`src/rtl/counter_event_pkg.sv`:
```
// Shared definitions for the counter event monitor: flag bit positions,
// the flag vector type and the width of the dropped-record counter.
package counter_event_pkg;

  localparam int FLAG_WRAP  = 0;
  localparam int FLAG_CLEAR = 1;
  localparam int FLAG_MATCH = 2;
  localparam int FLAG_W     = 3;
  localparam int DROP_W     = 8;

  typedef logic [FLAG_W-1:0] event_flags_t;

endpackage

```
`src/rtl/event_fifo.sv`:
```
// Record FIFO with push/full on the write side and valid/ready on the read side.
// A push into a full FIFO is accepted only when the head is popped on the same edge.
module event_fifo #(
  parameter int DEPTH = 4,
  parameter int REC_W = 19,
  localparam int AW   = $clog2(DEPTH)
) (
  input  logic             clk,
  input  logic             nreset,
  input  logic             push,
  input  logic [REC_W-1:0] push_data,
  output logic             full,
  output logic             pop_valid,
  input  logic             pop_ready,
  output logic [REC_W-1:0] pop_data,
  output logic [AW:0]      level
);

  logic [REC_W-1:0] mem [DEPTH];
  logic [AW-1:0]    wr_ptr;
  logic [AW-1:0]    rd_ptr;
  logic             pop;
  logic             wr_en;

  assign full      = (level == (AW+1)'(DEPTH));
  assign pop_valid = (level != '0);
  assign pop       = pop_valid & pop_ready;
  assign wr_en     = push & (~full | pop);
  // Empty FIFO presents zeros so stale storage never leaks onto the outputs.
  assign pop_data  = pop_valid ? mem[rd_ptr] : '0;

  always_ff @(posedge clk or negedge nreset) begin
    if (!nreset) begin
      wr_ptr <= '0;
      rd_ptr <= '0;
      level  <= '0;
    end else begin
      if (wr_en) wr_ptr <= wr_ptr + AW'(1);
      if (pop)   rd_ptr <= rd_ptr + AW'(1);
      case ({wr_en, pop})
        2'b10:   level <= level + (AW+1)'(1);
        2'b01:   level <= level - (AW+1)'(1);
        default: level <= level;
      endcase
    end
  end

  always_ff @(posedge clk) begin
    if (wr_en) mem[wr_ptr] <= push_data;
  end

endmodule

```
`src/rtl/counter_event_monitor.sv`:
```
// Watches an upstream counter for wrap, clear and compare-match events and
// queues one {flags, count} record per event cycle, tracking dropped records.
module counter_event_monitor
  import counter_event_pkg::*;
#(
  parameter int DEPTH = 4,
  parameter int WIDTH = 16
) (
  input  logic                   clk,
  input  logic                   nreset,
  input  logic [WIDTH-1:0]       count,
  input  logic [WIDTH-1:0]       cmp_val,
  input  logic                   clr_stat,
  output logic                   ev_valid,
  input  logic                   ev_ready,
  output logic [FLAG_W-1:0]      ev_flags,
  output logic [WIDTH-1:0]       ev_stamp,
  output logic                   overflow,
  output logic [DROP_W-1:0]      drop_cnt,
  output logic [$clog2(DEPTH):0] level
);

  typedef struct packed {
    event_flags_t     flags;
    logic [WIDTH-1:0] stamp;
  } event_rec_t;

  logic [WIDTH-1:0] prev;
  logic             prev_valid;
  event_flags_t     flags;
  event_rec_t       rec_in;
  event_rec_t       rec_out;
  logic             push;
  logic             full;
  logic             drop;

  always_ff @(posedge clk or negedge nreset) begin
    if (!nreset) begin
      prev       <= '0;
      prev_valid <= 1'b0;
    end else begin
      prev       <= count;
      prev_valid <= 1'b1;
    end
  end

  // The first sample after reset has no meaningful predecessor, so it never raises an event.
  always_comb begin
    flags = '0;
    if (prev_valid) begin
      flags[FLAG_WRAP]  = (prev == '1) && (count == '0);
      flags[FLAG_CLEAR] = (count == '0) && (prev != '0) && (prev != '1);
      flags[FLAG_MATCH] = (count == cmp_val) && (count != prev);
    end
  end

  assign push   = |flags;
  assign rec_in = '{flags: flags, stamp: count};
  assign drop   = push & full & ~(ev_valid & ev_ready);

  event_fifo #(
    .DEPTH (DEPTH),
    .REC_W ($bits(event_rec_t))
  ) u_fifo (
    .clk       (clk),
    .nreset    (nreset),
    .push      (push),
    .push_data (rec_in),
    .full      (full),
    .pop_valid (ev_valid),
    .pop_ready (ev_ready),
    .pop_data  (rec_out),
    .level     (level)
  );

  assign ev_flags = rec_out.flags;
  assign ev_stamp = rec_out.stamp;

  // A drop wins over clr_stat so the cycle's loss is still recorded after the clear.
  always_ff @(posedge clk or negedge nreset) begin
    if (!nreset) begin
      overflow <= 1'b0;
      drop_cnt <= '0;
    end else if (drop) begin
      overflow <= 1'b1;
      if (clr_stat)
        drop_cnt <= DROP_W'(1);
      else if (drop_cnt != '1)
        drop_cnt <= drop_cnt + DROP_W'(1);
    end else if (clr_stat) begin
      overflow <= 1'b0;
      drop_cnt <= '0;
    end
  end

endmodule

```
`config.mk`:
```
export PLATFORM = sky130hd
export DESIGN_NAME = counter_event_monitor
export DESIGN_NICKNAME = d
export VERILOG_FILES = /design/src/rtl/counter_event_pkg.sv /design/src/rtl/event_fifo.sv /design/src/rtl/counter_event_monitor.sv
export SDC_FILE = /design/constraint.sdc
export NUM_CORES = 1
export LEC_CHECK = 0
export ABC_CLOCK_PERIOD_IN_PS = 6500
export CORE_ASPECT_RATIO = 1.2
export CORE_MARGIN = 2
export CORE_UTILIZATION = 25
export DETAILED_ROUTE_END_ITERATION = 12
export PLACE_DENSITY = 0.44
export REMOVE_ABC_BUFFERS = 1
export SYNTH_ARGS = -nofsm -noshare
export SYNTH_HDL_FRONTEND = slang
export SYNTH_SLANG_ARGS = --single-unit
```
`constraint.sdc`:
```
create_clock -name clk -period 6.5 [get_ports clk]
set_input_delay 0.65 -clock clk [delete_from_list [all_inputs] [get_ports clk]]
set_output_delay 0.65 -clock clk [all_outputs]
set_load 0.05 [all_outputs]
```
==> results_dict.tcl, run 1 <==
set metrics [dict create \
    vias_per_cell 4.38 \
    critPathMaxFanout 9 \
    yosysTopAreaCellShare_pct 47.5 \
    end_kind "register" \
    dp_hpwl_um 8210 \
    yosys.area.top_type "edfxtp_1" \
    syn_to_final_growth_pct 26.9 \
    cpPeakStageDelay_ns 0.58 \
    grt.total_usage_pct 12.1 \
    ctsResizeCount 0 \
    drive_above_1_share_pct 16.0 \
    initial_core_util_pct 25.5 \
    ant_nets 0 \
    grt_max_degree 34 \
    worst_hold_slack_ns 0.490 \
    die_w_um 131 \
    clkTransAtPathRegs_ns 0.07 \
    clock.fmax_mhz 283 \
    insertion_delay_ns 0.35 \
    status "complete, no violations" \
    diodes 0 \
    synth.area.top_cells "edfxtp_1, dfrtp_1, mux4_2" \
    drc_errors 0 \
    drt-initial-drc-count 139 \
    worstPathRequired_ns 6.77 \
    final.period_utilization_pct 54.4 \
    netlist_instances 294 \
    stdcell_area_um2 6100 \
    period_needed_ns 3.54 \
    setup_tns_ns 0 \
    num_io_pins 68 \
    synthFlopType "edfxtp_1" \
    hold_buffers 0 \
    ys_seq_area_share_pct 64.7 \
    slew_headroom_pct 30.3 \
    grt_pass1_vias 2996 \
    skew_ns 0.00845 \
    synth-edff-count 76 \
    critical_path_class "input port to register" \
    yosys_warnings 0 \
    die_y_um 156 \
    cap_viol_max_count 0 \
    cts_buffer_depth 2 \
    globalplace.congestion 0.776 \
    syn-mean-instance-area_um2 16.3 \
    portBuffers 67 \
    place_area_um2 5800 \
    netlist_area_um2 4800 \
    n_fill_cell 1873 \
    nNetsFinal 413 \
    gr-total-overflow 0 \
    antenna_found_initial 0 \
    worstPathCellList "clkdlybuf4s50_1 > xor2_1 > nor4_2 > nand3b_1 > o31ai_4 > and2_4 > inv_2 > ha_1 > inv_1 > fa_1 > o21ai_0" \
    ys_ff_latch 109 \
    hold_path_class "register to register" \
    cts_root_buf "clkbuf_16" \
    cts_tree "done" \
    post_cts_buffers 0 \
    wl_per_cell_um 18.5 \
    htreeDepth 3 \
    via_count 2764 \
    num_rows 55 \
    powerDensity_nw_per_um2 353 \
    crit_path_top_delay_cell "clkdlybuf4s50_1" \
    drt_pass1_iterations 4 \
    worstSetupStartpointType "input port" \
    routed_wl_um 11700 \
    synthDistinctLibCells 49 \
    ir_drop_mv 0.140 \
    worst-slew-pin-transition_ns 1.05 \
    hold_viol 0 \
    slew_violations 0 \
    numCtsBuffers 9 \
    rsz0062_at_grt "no" \
    core_um2 18900 \
    setup_viol_count_final 0 \
    async_reset_ff_share_pct 30.3 \
    grt_pass1_wl_um 17900 \
    worstPathArrival_ns 3.81 \
    clock_sinks 109 \
    die_area_um2 20300 \
    power_leakage_nw 2.11 \
]
-- per-layer routing --
layer	routed length, um	track usage, %
met2	5670	19.7
met5	0	0
met3	441	2.61
met4	201	4.00
met1	5370	16.0
-- power breakdown --
part           switching, mW  internal [mW]
registers             0.0538          0.764
clock network          0.254          0.303
logic                  0.463          0.313
-- worst paths after layout --
path                           start               to  slack (ns)  depth (start not counted)
min in group asynchronous     nreset  u_fifo.level[2]        0.70                          2
setup reg to reg            prev[15]  u_fifo.level[2]        3.66                         12
max in group asynchronous     nreset          prev[1]        5.47                          2
setup / recovery           count[14]  u_fifo.level[1]        2.96                         11
hold reg to reg             overflow         overflow        0.49                          1
hold / removal              overflow         overflow        0.49                          1
-- registers in the layout, summed over array words and instances (netlist names) --
name           cells
prev              16
drop_cnt           8
overflow           1
u_fifo.rd_ptr      2
u_fifo.level       3
u_fifo.mem        76
u_fifo.wr_ptr      2
prev_valid         1
-- cell usage after synthesis (2+ instances only) --
| cell | number |
|---|---|
| inv_1 | 8 |
| and3_1 | 8 |
| nor2_1 | 4 |
| nor3_2 | 4 |
| a21o_1 | 2 |
| edfxtp_1 | 76 |
| nand2_1 | 5 |
| dfrtp_1 | 33 |
| and4b_1 | 2 |
| buf_2 | 2 |
| and2_1 | 21 |
| nand4_1 | 8 |
| a21oi_1 | 6 |
| nor4_2 | 3 |
| clkbuf_1 | 4 |
| and4_1 | 3 |
| xnor2_1 | 23 |
| ha_1 | 6 |
| mux4_2 | 19 |
| xor2_1 | 15 |
| nand3_1 | 6 |
| nor3_1 | 3 |
| nor4_1 | 7 |
-- layout make-up --
class                   count  area [um2]  share of cell area (%)
clock buffers              10         229                    3.76
clock inverters             6        71.3                    1.17
inverters                   9        33.8                   0.554
multi-input cells         168        1620                    26.5
flip-flops and latches    109        3110                    51.0
well taps                 256         320                    5.25
repair buffers             73         716                    11.7
-- per-stage QoR --
step / std cells / setup slack (ns) / utilization, % / power [mW]
floorplan: 286 / 3.69 / - / 1.34
global placement: 615 / 2.64 / 30.7 / 1.63
detailed placement: 615 / 2.61 / 30.7 / 1.63
CTS: 631 / 2.98 / 32.3 / 2.19
global route: 631 / 2.74 / 32.3 / 2.25
finish: 631 / 2.96 / 32.3 / 2.15
-- critical path, delay by kind of cell --
kind / cells / cell delay [ns]
simple gates: 3 / 1.01
fa+ha+maj: 2 / 0.61
xor+xnor: 1 / 0.28
buf+inv: 3 / 0.68
compound gates: 2 / 0.57
-- cells in the final DEF, fill, tap and decap left out, types with 4 or more instances in the layout --
master,instances
nand4_1,8
nor2_1,4
edfxtp_1,76
a21oi_1,6
inv_1,8
xnor2_1,23
ha_1,6
xor2_1,15
nand2_1,5
nor4_1,7
mux4_2,19
and3_1,8
nand3_1,6
dfrtp_1,33
buf_4,6
clkdlybuf4s50_1,67
nor3_2,4
and2_1,21
clkbuf_16,9
-- kinds of logic (layout without fill, tap and decap cells) --
logic type	Yosys count	after routing	synth area share, %
compound gates	16	16	2.89
xor+xnor	38	38	6.93
fa+ha+maj	7	7	1.98
buf+inv	17	98	1.61
flops	109	109	64.7
mux	20	20	9.22
other cells	1	1	0.0781
simple gates	86	86	12.6
Power figures use the tool's default switching activity.
==> run 2, diff against run 1 <==
- ABC_CLOCK_PERIOD_IN_PS: 6500 -> 2900
- PLACE_DENSITY: 0.44 -> 0.45
- clock period: 6.5 -> 2.9 ns (I/O delays scaled with it)
==> run 2 against run 1 <==
Effect of this change:
- worst setup slack worse by 2.8 ns
- die area stayed put
- final area is 4.7% higher
- clock power is 110% higher
- highest routed layer unchanged
==> results_dict.tcl, run 2 (same netlist as run 1, synthesis figures left out) <==
set metrics [dict create \
    cts_root_buf "clkbuf_16" \
    ctsResizeCount 0 \
    status "complete, no violations" \
    globalplace.congestion 0.765 \
    stdcell_area_um2 6380 \
    pre_cts_slack_ns -0.352 \
    top_register "u_fifo.mem" \
    portBuffers 67 \
    critical_path_class "input port to register" \
    drt_pass1_iterations 4 \
    slew_violations 0 \
    power_leakage_nw 2.33 \
    wl_per_cell_um 18.1 \
    via_count 2873 \
    crit_buf_inv 3 \
    clock.fmax_mhz 366 \
    worstPathRequired_ns 3.18 \
    final_cells 666 \
    worstPathCellList "clkdlybuf4s50_1 > nor4b_2 > nand2_1 > or4_4 > o31ai_4 > and2_4 > inv_2 > ha_1 > inv_1 > fa_1 > o21ai_0" \
    worstSetupStartpointType "input port" \
    final_common_cell "edfxtp_1" \
    vias_per_cell 4.31 \
    ir_drop_mv 0.367 \
    grt_pass1_wl_um 18100 \
    initial_core_util_pct 25.5 \
    dp_hpwl_um 8470 \
    skew_ns 0.0100 \
    die_area_um2 20300 \
    clkTransAtPathRegs_ns 0.07 \
    num_io_pins 68 \
    timing.final.ws_setup_ns 0.169 \
    setup_viol_count_final 0 \
    place_area_um2 6090 \
    grt.total_usage_pct 12.5 \
    syn_to_final_growth_pct 32.9 \
    crit_path_top_delay_cell "or4_4" \
    critPathMaxFanout 4 \
    final.period_utilization_pct 94.2 \
    drc_errors 0 \
    period_needed_ns 2.73 \
    gr-total-overflow 0 \
    ant_nets 0 \
    layout.cells.most_common_list "edfxtp_1, buf_4, clkdlybuf4s50_1" \
    worst-slew-pin-transition_ns 0.522 \
    post-route-util_pct 33.8 \
    core_um2 18900 \
    reg_top3 "u_fifo.mem (76), prev (16), drop_cnt (8)" \
    cap_viol_max_count 0 \
    grt_pass1_vias 3028 \
    drt-initial-drc-count 164 \
    slew_headroom_pct 65.1 \
    routed_wl_um 12000 \
    num_rows 55 \
    die_y_um 156 \
    crit_family "simple AND/OR/NAND/NOR gates" \
    htreeDepth 3 \
    powerDensity_nw_per_um2 745 \
    cpPeakStageDelay_ns 0.55 \
    grt_max_degree 34 \
    post_cts_buffers 0 \
    nNetsFinal 448 \
    insertion_delay_ns 0.36 \
    hold_viol 0 \
    end_kind "register" \
    die_w_um 131 \
    drive_above_1_share_pct 28.3 \
    setup_tns_ns 0 \
    worstPathArrival_ns 3.01 \
    cts_buffer_depth 2 \
    largest_reg_flops 76 \
    rsz0062_at_grt "no" \
    cts_tree "done" \
    hold_path_class "input port to register" \
    clock_sinks 109 \
    numCtsBuffers 9 \
    hold_buffers 0 \
    diodes 0 \
    place_inst 650 \
    antenna_found_initial 0 \
]
==> run 2: cell types whose count changed in the layout (fill, tap and decap cells not counted), sizes merged <==
| cell | previous run | this run |
|---|---|---|
| clkinvlp | 1 | 3 |
| inv | 11 | 10 |
| buf | 6 | 60 |
| clkdlybuf4s50 | 67 | 45 |
| dlymetal6s2s | 0 | 3 |
| bufinv | 1 | 0 |
==> run 2: path summary, 6_finish.rpt <==
check / startpoint / to / slack [ns] / cells past startpoint
setup / recovery: count[6] / u_fifo.level[1] / 0.17 / 11
hold / removal: count[0] / prev[0] / 0.27 / 1
hold reg to reg: overflow / overflow / 0.49 / 1
setup reg to reg: prev[6] / u_fifo.level[2] / 0.33 / 12
max in group asynchronous: nreset / prev[1] / 2.24 / 2
min in group asynchronous: nreset / u_fifo.level[0] / 0.34 / 2
==> run 2: worst reg2reg max path, cell delays in order (launching register included) <==
cell	delay [ns]
dfrtp_1	0.42
xnor2_1	0.24
nand4_1	0.17
nor4_4	0.36
o31ai_4	0.12
and2_4	0.17
inv_2	0.04
ha_1	0.15
inv_1	0.05
fa_1	0.37
xor2_1	0.15
nor2_1	0.11
xor2_1	0.14
==> run 2: layout make-up <==
| class | count | area [um2] |
|---|---|---|
| Inverter | 9 | 33.8 |
| Clock buffer | 10 | 229 |
| Clock inverter | 6 | 48.8 |
| Tap cell | 256 | 320 |
| Timing Repair Buffer | 108 | 1010 |
| Fill cell | 1894 | 12500 |
| Sequential cell | 109 | 3110 |
| Multi-Input combinational cell | 168 | 1630 |
==> run 2: where the power goes <==
part	switching, mW	total (mW)	internal, mW
clock	0.569	1.16	0.590
sequential	0.0592	1.77	1.71
combinational	1.12	1.82	0.700
==> run 2: metrics by stage <==
stage,hold WS (ns),power [mW]
3_5_place_dp,0.479,3.69
2_1_floorplan,-0.00559,3.00
5_1_grt,0.277,4.97
3_3_place_gp,0.469,3.68
4_1_cts,0.350,4.86
6_report,0.268,4.75
==> run 2: metal layers <==
layer / track usage [%] / vias to the layer above / part of all wire (%)
met5: 0 / - / 0
met4: 5.32 / 0 / 1.7
met3: 2.40 / 12 / 5.2
met2: 21.6 / 64 / 51
met1: 15.1 / 1454 / 42
li1: - / 1343 / -
==> run 3, diff against run 2 <==
- ABC_CLOCK_PERIOD_IN_PS: 2900 -> 3400
- PLACE_DENSITY: 0.45 -> 0.44
- clock period: 2.9 -> 3.4 ns (I/O delays scaled with it)
==> run 3 against run 2 <==
Effect of this change:
- total power is 14% lower
- worst setup slack improved by 0.19 ns
- global-route usage is 0.31 points lower
- register-to-register slack improved by 0.44 ns
- final area down 2.6%
- cell count is 2.6% lower
- largest power group unchanged
- clock power fell by 14%
- combinational power decreased by 14%
- via count decreased by 1.7%
- worst hold slack better by 0.12 ns
- non-clock buffer count down 17
==> results_dict.tcl, run 3 (same netlist as run 1, synthesis figures left out) <==
set metrics [dict create \
    status "complete, no violations" \
    die_y_um 156 \
    drt_pass1_iterations 4 \
    clock_sinks 109 \
    end_kind "register" \
    dp_hpwl_um 8370 \
    cts_buffer_depth 2 \
    initial_core_util_pct 25.5 \
    layout.cells.most_common_list "edfxtp_1, clkdlybuf4s50_1, dfrtp_1" \
    final_common_cell "edfxtp_1" \
    seq_power_share_pct 37.2 \
    numCtsBuffers 9 \
    wl_per_cell_um 17.7 \
    cpPeakStageDelay_ns 0.61 \
    htreeDepth 3 \
    syn_to_final_growth_pct 29.4 \
    drive_above_1_share_pct 19.8 \
    grt_pass1_vias 3103 \
    gr-total-overflow 0 \
    p_int_mw 2.59 \
    top_register "u_fifo.mem" \
    num_io_pins 68 \
    worstPathCellList "clkdlybuf4s50_1 > xor2_1 > nor4_2 > nand3b_1 > o31ai_4 > and2_4 > inv_2 > ha_1 > inv_1 > fa_1 > o21ai_0" \
    diodes 0 \
    drc_errors 0 \
    p_sw_mw 1.48 \
    worstPathArrival_ns 3.32 \
    clkPwrFrac_pct 24.5 \
    reg_top3 "u_fifo.mem (76), prev (16), drop_cnt (8)" \
    critical_path_class "input port to register" \
    via_count 2825 \
    skew_ns 0.00984 \
    crit_family "simple AND/OR/NAND/NOR gates" \
    rsz0062_at_grt "no" \
    num_rows 55 \
    ir_drop_mv 0.253 \
    cts_root_buf "clkbuf_16" \
    setup_viol_count_final 0 \
    period_needed_ns 3.04 \
    hold_buffers 0 \
    worstSetupStartpointType "input port" \
    powerDensity_nw_per_um2 655 \
    portBuffers 67 \
    worst-slew-pin-transition_ns 0.654 \
    largest_reg_flops 76 \
    grt.total_usage_pct 12.2 \
    vias_per_cell 4.35 \
    die_w_um 131 \
    hold_viol 0 \
    cts_tree "done" \
    slew_headroom_pct 56.4 \
    ant_nets 0 \
    cap_viol_max_count 0 \
    globalplace.congestion 0.783 \
    hold_path_class "input port to async pin" \
    worst_hold_slack_ns 0.389 \
    core_um2 18900 \
    power_leakage_nw 2.20 \
    final.period_utilization_pct 89.5 \
    pre_cts_slack_ns -0.0252 \
    drt-initial-drc-count 157 \
    ctsResizeCount 0 \
    worstPathRequired_ns 3.68 \
    nNetsFinal 431 \
    post_cts_buffers 0 \
    clkTransAtPathRegs_ns 0.07 \
    crit_path_top_delay_cell "clkdlybuf4s50_1" \
    grt_pass1_wl_um 18100 \
    r2r_slack_ns 0.77 \
    critPathMaxFanout 8 \
    crit_buf_inv 3 \
    die_area_um2 20300 \
    slew_violations 0 \
    clock.fmax_mhz 329 \
    swShare_pct 36.3 \
    insertion_delay_ns 0.36 \
    p_comb_share_pct 38.3 \
    routed_wl_um 11500 \
    antenna_found_initial 0 \
    timing.final.ws_setup_ns 0.357 \
    grt_max_degree 34 \
]
## run 3: cell count changes in the layout (fill, tap and decap cells not counted)
cell | previous run | this run
clkdlybuf4s50_1 | 45 | 67
clkinv_2 | 0 | 2
nand3_2 | 1 | 0
nor4_1 | 6 | 7
buf_12 | 6 | 1
inv_6 | 0 | 3
clkinvlp_4 | 2 | 0
buf_4 | 54 | 23
clkinvlp_2 | 1 | 0
inv_8 | 1 | 0
nand3_1 | 5 | 6
dlymetal6s2s_1 | 3 | 0
clkinv_4 | 2 | 1
nor4_2 | 4 | 3
## run 3: area by class of cell
cell class,count,area (um2)
multi-input combinational,168,1620
fill,1876,12600
inverter,9,33.8
timing repair buffer,91,863
sequential,109,3110
clock inverter,6,45.0
tap,256,320
clock buffer,10,229
## run 3: layer usage
| metal | track usage, % | part of all wire [%] | up-vias |
|---|---|---|---|
| met5 | 0 | 0 | - |
| met4 | 4.26 | 1.6 | 0 |
| met3 | 2.67 | 4.5 | 12 |
| met2 | 20.1 | 50 | 68 |
| met1 | 15.8 | 44 | 1433 |
| li1 | - | - | 1312 |
## run 3: power groups by stage
stage               sequential (mW)  combinational, mW  clock, mW
floorplan                      1.67              0.890          0
global placement               1.55               1.59          0
detailed placement             1.55               1.60          0
CTS                            1.52               1.60       1.03
global route                   1.53               1.66       1.08
finish                         1.52               1.56      0.996
## run 3: worst paths after layout
kind,start,end,depth (start not counted)
worst min register to register,overflow,overflow,1
worst max register to register,prev[15],u_fifo.level[2],12
worst max-delay path,count[14],u_fifo.level[1],11
min in group clk,overflow,overflow,1
worst min-delay path,nreset,drop_cnt[4],2
max in group asynchronous,nreset,prev[3],2
## run 3: stage by stage
step                TNS (ns)  power, mW  cell area [um2]  util (%)  instances
finish                     0       4.07             6220      33.0        649
global route               0       4.27             6220      33.0        649
CTS                        0       4.14             6220      33.0        649
detailed placement   -0.0438       3.14             5940      31.5        633
global placement           0       3.14             5940      31.5        633
floorplan                  0       2.56             4760         -        286
## run 3: worst register-to-register path: cells and delay by family (launching register included)
family                   cells  cell delay, ns
AND/OR/NAND/NOR              4            0.87
buffers and inverters        2            0.10
XOR/XNOR                     3            0.53
flip-flops                   1            0.40
AO/OA/AOI/OAI                1            0.12
adder cells (fa/ha/maj)      2            0.54
